[src/rtl/led_sequencer.sv]
// Pattern sequencer for N_LED outputs: rotate / bounce / blink-all stepped
// every STEP_CYCLES clocks, with a global PWM brightness gate on the outputs.
module led_sequencer #(
  parameter  int N_LED       = 4,
  parameter  int STEP_CYCLES = 25_000_000,
  parameter  int PWM_BITS    = 4,
  localparam int POS_W       = (N_LED > 1) ? $clog2(N_LED) : 1
) (
  input  logic                clk,
  input  logic                rst_n,
  input  logic                clear,
  input  logic                en,
  input  logic [1:0]          mode,
  input  logic [PWM_BITS-1:0] brightness,
  output logic [N_LED-1:0]    led,
  output logic                step_tick,
  output logic [POS_W-1:0]    pos
);

  typedef enum logic [1:0] {M_ROL = 2'b00, M_ROR = 2'b01, M_BOUNCE = 2'b10, M_BLINK = 2'b11} mode_t;
  typedef enum logic {UP = 1'b0, DOWN = 1'b1} dir_t;

  localparam logic [31:0]      STEP_LAST = 32'(STEP_CYCLES - 1);
  localparam logic [POS_W-1:0] POS_LAST  = POS_W'(N_LED - 1);
  localparam logic [POS_W-1:0] POS_ONE   = POS_W'(1);

  logic [31:0]         timer, timer_nxt;
  logic [PWM_BITS-1:0] pwm_cnt;
  dir_t                dir, dir_nxt;
  logic                phase, phase_nxt;
  mode_t               mode_r, mode_nxt;
  logic [POS_W-1:0]    pos_nxt;
  logic                tick, tick_nxt;
  logic                pwm_on;
  logic [N_LED-1:0]    pattern;

  assign tick = en && !clear && (timer == STEP_LAST);

  always_ff @(posedge clk or negedge rst_n) begin
    if (!rst_n) begin
      timer     <= '0;
      pwm_cnt   <= '0;
      dir       <= UP;
      phase     <= 1'b0;
      mode_r    <= M_ROL;
      pos       <= '0;
      step_tick <= 1'b0;
      led       <= '0;
    end else begin
      timer     <= timer_nxt;
      pwm_cnt   <= pwm_cnt + 1'b1;
      dir       <= dir_nxt;
      phase     <= phase_nxt;
      mode_r    <= mode_nxt;
      pos       <= pos_nxt;
      step_tick <= tick_nxt;
      led       <= pattern & {N_LED{pwm_on}};
    end
  end

  // Step state only moves on a tick; clear overrides both running and ticking.
  always_comb begin
    timer_nxt = timer;
    dir_nxt   = dir;
    phase_nxt = phase;
    mode_nxt  = mode_r;
    pos_nxt   = pos;
    tick_nxt  = 1'b0;
    if (clear) begin
      timer_nxt = '0;
      pos_nxt   = '0;
      dir_nxt   = UP;
      phase_nxt = 1'b0;
      mode_nxt  = mode_t'(mode);
    end else if (tick) begin
      timer_nxt = '0;
      mode_nxt  = mode_t'(mode);
      tick_nxt  = 1'b1;
      phase_nxt = 1'b0;
      case (mode_t'(mode))
        M_ROL: pos_nxt = (pos == POS_LAST) ? '0 : pos + POS_ONE;
        M_ROR: pos_nxt = (pos == '0) ? POS_LAST : pos - POS_ONE;
        M_BOUNCE: begin
          if (dir == UP) begin
            if (pos == POS_LAST) begin
              dir_nxt = DOWN;
              pos_nxt = POS_LAST - POS_ONE;
            end else begin
              pos_nxt = pos + POS_ONE;
            end
          end else begin
            if (pos == '0) begin
              dir_nxt = UP;
              pos_nxt = POS_ONE;
            end else begin
              pos_nxt = pos - POS_ONE;
            end
          end
        end
        M_BLINK: phase_nxt = (mode_r != M_BLINK) ? 1'b1 : ~phase;
        default: pos_nxt = pos;
      endcase
    end else if (en) begin
      timer_nxt = timer + 32'd1;
    end
  end

  assign pwm_on = (&brightness) || (pwm_cnt < brightness);

  for (genvar i = 0; i < N_LED; i++) begin : g_lane
    assign pattern[i] = (mode_r == M_BLINK) ? phase : (pos == POS_W'(i));
  end

endmodule
[config.mk]
export PLATFORM = sky130hd
export DESIGN_NAME = led_sequencer
export DESIGN_NICKNAME = d
export VERILOG_FILES = /design/src/rtl/led_sequencer.sv
export SDC_FILE = /design/constraint.sdc
export NUM_CORES = 1
export LEC_CHECK = 0
export CORE_MARGIN = 1.5
export CORE_UTILIZATION = 29
export CTS_CLUSTER_SIZE = 40
export DETAILED_ROUTE_END_ITERATION = 12
export HOLD_SLACK_MARGIN = 0.12
export PLACE_DENSITY_LB_ADDON = 0.12
export SLEW_MARGIN = 20
export SYNTH_ARGS = -nofsm -noshare
export SYNTH_HDL_FRONTEND = slang
export SYNTH_SLANG_ARGS = --single-unit
[constraint.sdc]
create_clock -name clk -period 3 [get_ports clk]
set_clock_uncertainty 0.2 [all_clocks]
set_input_delay 0.6 -clock clk [delete_from_list [all_inputs] [get_ports clk]]
set_output_delay 0.6 -clock clk [all_outputs]
set_load 0.005 [all_outputs]
==> flow_summary.ini <==
[placement]
port-buffer-count = 16
gp_congestion = 0.781
post-place-ws_ps = 109
post-dp-hpwl_um = 5080

[power_and_ir_drop]
power.total_mw = 1.09
power.ir.vdd_worst_mv = 0.164
leakage_nw = 1.24
power_dens_cells_nw_per_um2 = 336

[final_layout]
antenna-diode-count = 0
nets = 345
drive_above_1_share_pct = 9.69
fillers = 961
finalCoreUtilization_pct = 34.6
area_growth_syn_to_layout_pct = 14.4

[synth]
synth_cells = 301
portion_of_the_post_synthesis_area_used_by_sequential_elements_pct = 41.6
post-synth-top-area-cell = sky130_fd_sc_hd__dfrtp_1
postSynth.topFlopCell = sky130_fd_sc_hd__dfrtp_1
area_share_of_the_leading_cell_type_in_the_synthesized_netlist_pct = 41.6
synthesis.yosys.warnings = 0
synth.top_cells.by_area = sky130_fd_sc_hd__dfrtp_1 42%, sky130_fd_sc_hd__ha_1 6.2%, sky130_fd_sc_hd__a21oi_1 3.5%
postSynth.asyncResetShare_pct = 100
synthesis.area_um2 = 2820
flip_flop_and_latch_count_after_synthesis = 47
synth_edf_count = 0
synth.distinct_cells = 54
syn_avg_cell_area_um2 = 9.38
synthesis.nets = 325

[grt]
grt_first_pass_wirelength_um = 11800
grt_pass1_vias = 2325
antenna_found_initial = 0
grt_overflow = 0
grt_util_all_layers_pct = 14.7
grt_start_max_net_pins = 30

[sta]
setup-tns-final_ps = 0
final-max-slew-violation-count = 0
max_freq_mhz = 388
relSlewSlack_pct = 54.9
final_critical_path_setup_slack_ps = 423
final_min_period_over_clock_period_pct = 85.9
final_setup_viols = 0
grt_setup_unrepaired = false
max_slew.worst_pin.slew_ps = 676
post-route-min-period_ps = 2580
fin_hold_ws_ps = 129
hold_violations = 0

[clock_network]
cts-buffers-inserted = 5
cts.sinks = 47
cts_post_setup_buffers_inserted = 0
clk_pin_slew_ps = 90
tritoncts = done
cts_hold_buffers = 0
htree_num_levels = 2
clockRootBuffer = sky130_fd_sc_hd__clkbuf_8
post_cts_resized = 0
clkLatencyLatePin_ps = 300
buffers_from_clock_root_to_sink_at_most = 2

[worst_setup_path]
critical_path.reg2reg.startpoint = timer[0]
crit_type = input port to flop
regToRegEndpoint = timer[21]
worst_reg2reg_path_length_in_cells = 6
worst-path-max-fanout = 14
crit_required_ps = 2980
crit_path_start = clear
start_kind = input port
ff2ff_setup_slack_ps = 770
crit_arrival_ps = 2550
worstSetupEndpointType = flop

[die]
core_region_area_um2 = 9330
dieHeight_um = 102
std_cell_rows = 35
initial_util_pct = 30.3
design.die.area_um2 = 10300
die_w_um = 102
floorplan.io_pins = 17

[route]
drc = 0
antenna_left = 0
wire_per_inst_um = 15.2
firstDrtPassIters = 4
wirelength_um = 6830
drt-vias-per-instance = 5.21
drt_iter0_drc = 85
vias = 2339

[worst_hold_path]
hold_class = input port to asynchronous set/reset pin

[job]
drv_cap = 0

[status]
status = complete, no violations
==> report_power, final <==
part | total (mW) | internal (mW) | switching (mW) | leakage [nW]
sequential | 0.643 | 0.639 | 0.00389 | 0.643
combinational | 0.0810 | 0.0326 | 0.0484 | 0.564
clock | 0.361 | 0.156 | 0.205 | 0.0371
==> layout make-up <==
cell class | count | area (um^2) | area share, %
Multi-Input combinational cell | 224 | 1530 | 47.2
Tap cell | 129 | 161 | 5.00
Inverter | 17 | 63.8 | 1.98
Timing Repair Buffer | 26 | 230 | 7.13
Sequential cell | 47 | 1180 | 36.4
Clock buffer | 6 | 72.6 | 2.25
==> cells in the final DEF (no fill, tap or decap), drive strengths merged, types with 3 or more instances in the layout <==
| master | synthesis | layout |
|---|---|---|
| nor2 | 18 | 18 |
| buf | 8 | 11 |
| or2 | 3 | 3 |
| or3 | 5 | 5 |
| nor4b | 4 | 4 |
| o21ai | 8 | 8 |
| xor2 | 6 | 6 |
| and4 | 3 | 3 |
| inv | 17 | 17 |
| nand2 | 23 | 23 |
| dfrtp | 47 | 47 |
| nand3 | 12 | 12 |
| nor4 | 10 | 10 |
| nor3 | 8 | 8 |
| a21oi | 23 | 23 |
| clkbuf | 5 | 6 |
| o31ai | 12 | 12 |
| ha | 14 | 14 |
| and3 | 3 | 3 |
| a21o | 3 | 3 |
| clkdlybuf4s50 | 0 | 15 |
| or4 | 13 | 13 |
| a31oi | 3 | 3 |
| nand4 | 15 | 15 |
| a221oi | 4 | 4 |
| xnor2 | 5 | 5 |
| and2 | 4 | 4 |
==> cells by family after synthesis <==
kind of cell               synth area share [%]
and+or+nand+nor                            26.5
DFF                                        41.6
xor gates and xnor gates                   3.41
buffers and inverters                      4.65
muxes                                      1.51
AOI/OAI and AO/OA                          16.0
adders and majority gates                  6.20
==> state kept, by name, indices dropped and copies added, names as in the netlist <==
| name | flops |
|---|---|
| dir | 1 |
| mode_r | 2 |
| phase | 1 |
| pwm_cnt | 4 |
| timer | 32 |
| led | 4 |
| step_tick | 1 |
| pos | 2 |
==> worst max path at each step <==
stage / end / slack, ps
3_3_place_gp: timer[20] / 180
3_5_place_dp: timer[17] / 110
4_1_cts: timer[20] / 420
2_1_floorplan: mode_r[1] / 630
6_report: timer[21] / 420
5_1_grt: timer[16] / 140
==> stage by stage <==
step,cell area [um^2],cells
2_1_floorplan,2820,301
3_3_place_gp,3160,443
3_5_place_dp,3160,443
4_1_cts,3230,449
5_1_grt,3230,449
6_report,3230,449
==> critical path, stage by stage <==
cell,delay [ps]
sky130_fd_sc_hd__clkdlybuf4s50_1,510
sky130_fd_sc_hd__nor4b_1,350
sky130_fd_sc_hd__nand4_1,320
sky130_fd_sc_hd__o31ai_4,420
sky130_fd_sc_hd__buf_4,290
sky130_fd_sc_hd__a21oi_1,70
==> metal layers <==
metal / share of wire (%) / track usage [%] / routed length [um]
met1: 49 / 19.8 / 3330
met2: 47 / 23.7 / 3230
met3: 2.8 / 2.62 / 189
met4: 1.0 / 5.13 / 70
met5: 0 / 0 / 0
==> cell usage after synthesis (2+ instances only) <==
| cell | n |
|---|---|
| sky130_fd_sc_hd__a221oi_1 | 4 |
| sky130_fd_sc_hd__buf_2 | 6 |
| sky130_fd_sc_hd__nor4_1 | 10 |
| sky130_fd_sc_hd__xnor2_1 | 5 |
| sky130_fd_sc_hd__inv_1 | 17 |
| sky130_fd_sc_hd__a21o_1 | 3 |
| sky130_fd_sc_hd__or3_1 | 5 |
| sky130_fd_sc_hd__a21oi_2 | 3 |
| sky130_fd_sc_hd__nor4b_1 | 4 |
| sky130_fd_sc_hd__a31o_2 | 2 |
| sky130_fd_sc_hd__ha_1 | 14 |
| sky130_fd_sc_hd__or2_2 | 2 |
| sky130_fd_sc_hd__nor2_1 | 18 |
| sky130_fd_sc_hd__o31ai_1 | 11 |
| sky130_fd_sc_hd__a21oi_1 | 20 |
| sky130_fd_sc_hd__nand3_1 | 11 |
| sky130_fd_sc_hd__or4_4 | 4 |
| sky130_fd_sc_hd__o21ai_0 | 8 |
| sky130_fd_sc_hd__o41ai_1 | 2 |
| sky130_fd_sc_hd__or4_1 | 9 |
| sky130_fd_sc_hd__and2_1 | 3 |
| sky130_fd_sc_hd__a31oi_1 | 3 |
| sky130_fd_sc_hd__nor3_1 | 8 |
| sky130_fd_sc_hd__nand2b_1 | 2 |
| sky130_fd_sc_hd__o221ai_1 | 2 |
| sky130_fd_sc_hd__nand2_1 | 22 |
| sky130_fd_sc_hd__mux2_1 | 2 |
| sky130_fd_sc_hd__nand4_1 | 15 |
| sky130_fd_sc_hd__dfrtp_1 | 47 |
| sky130_fd_sc_hd__and3_1 | 3 |
| sky130_fd_sc_hd__mux2i_1 | 2 |
| sky130_fd_sc_hd__xor2_1 | 6 |
| sky130_fd_sc_hd__clkbuf_1 | 5 |
| sky130_fd_sc_hd__and4_1 | 3 |
No activity file was read; power rests on OpenSTA's default activity.
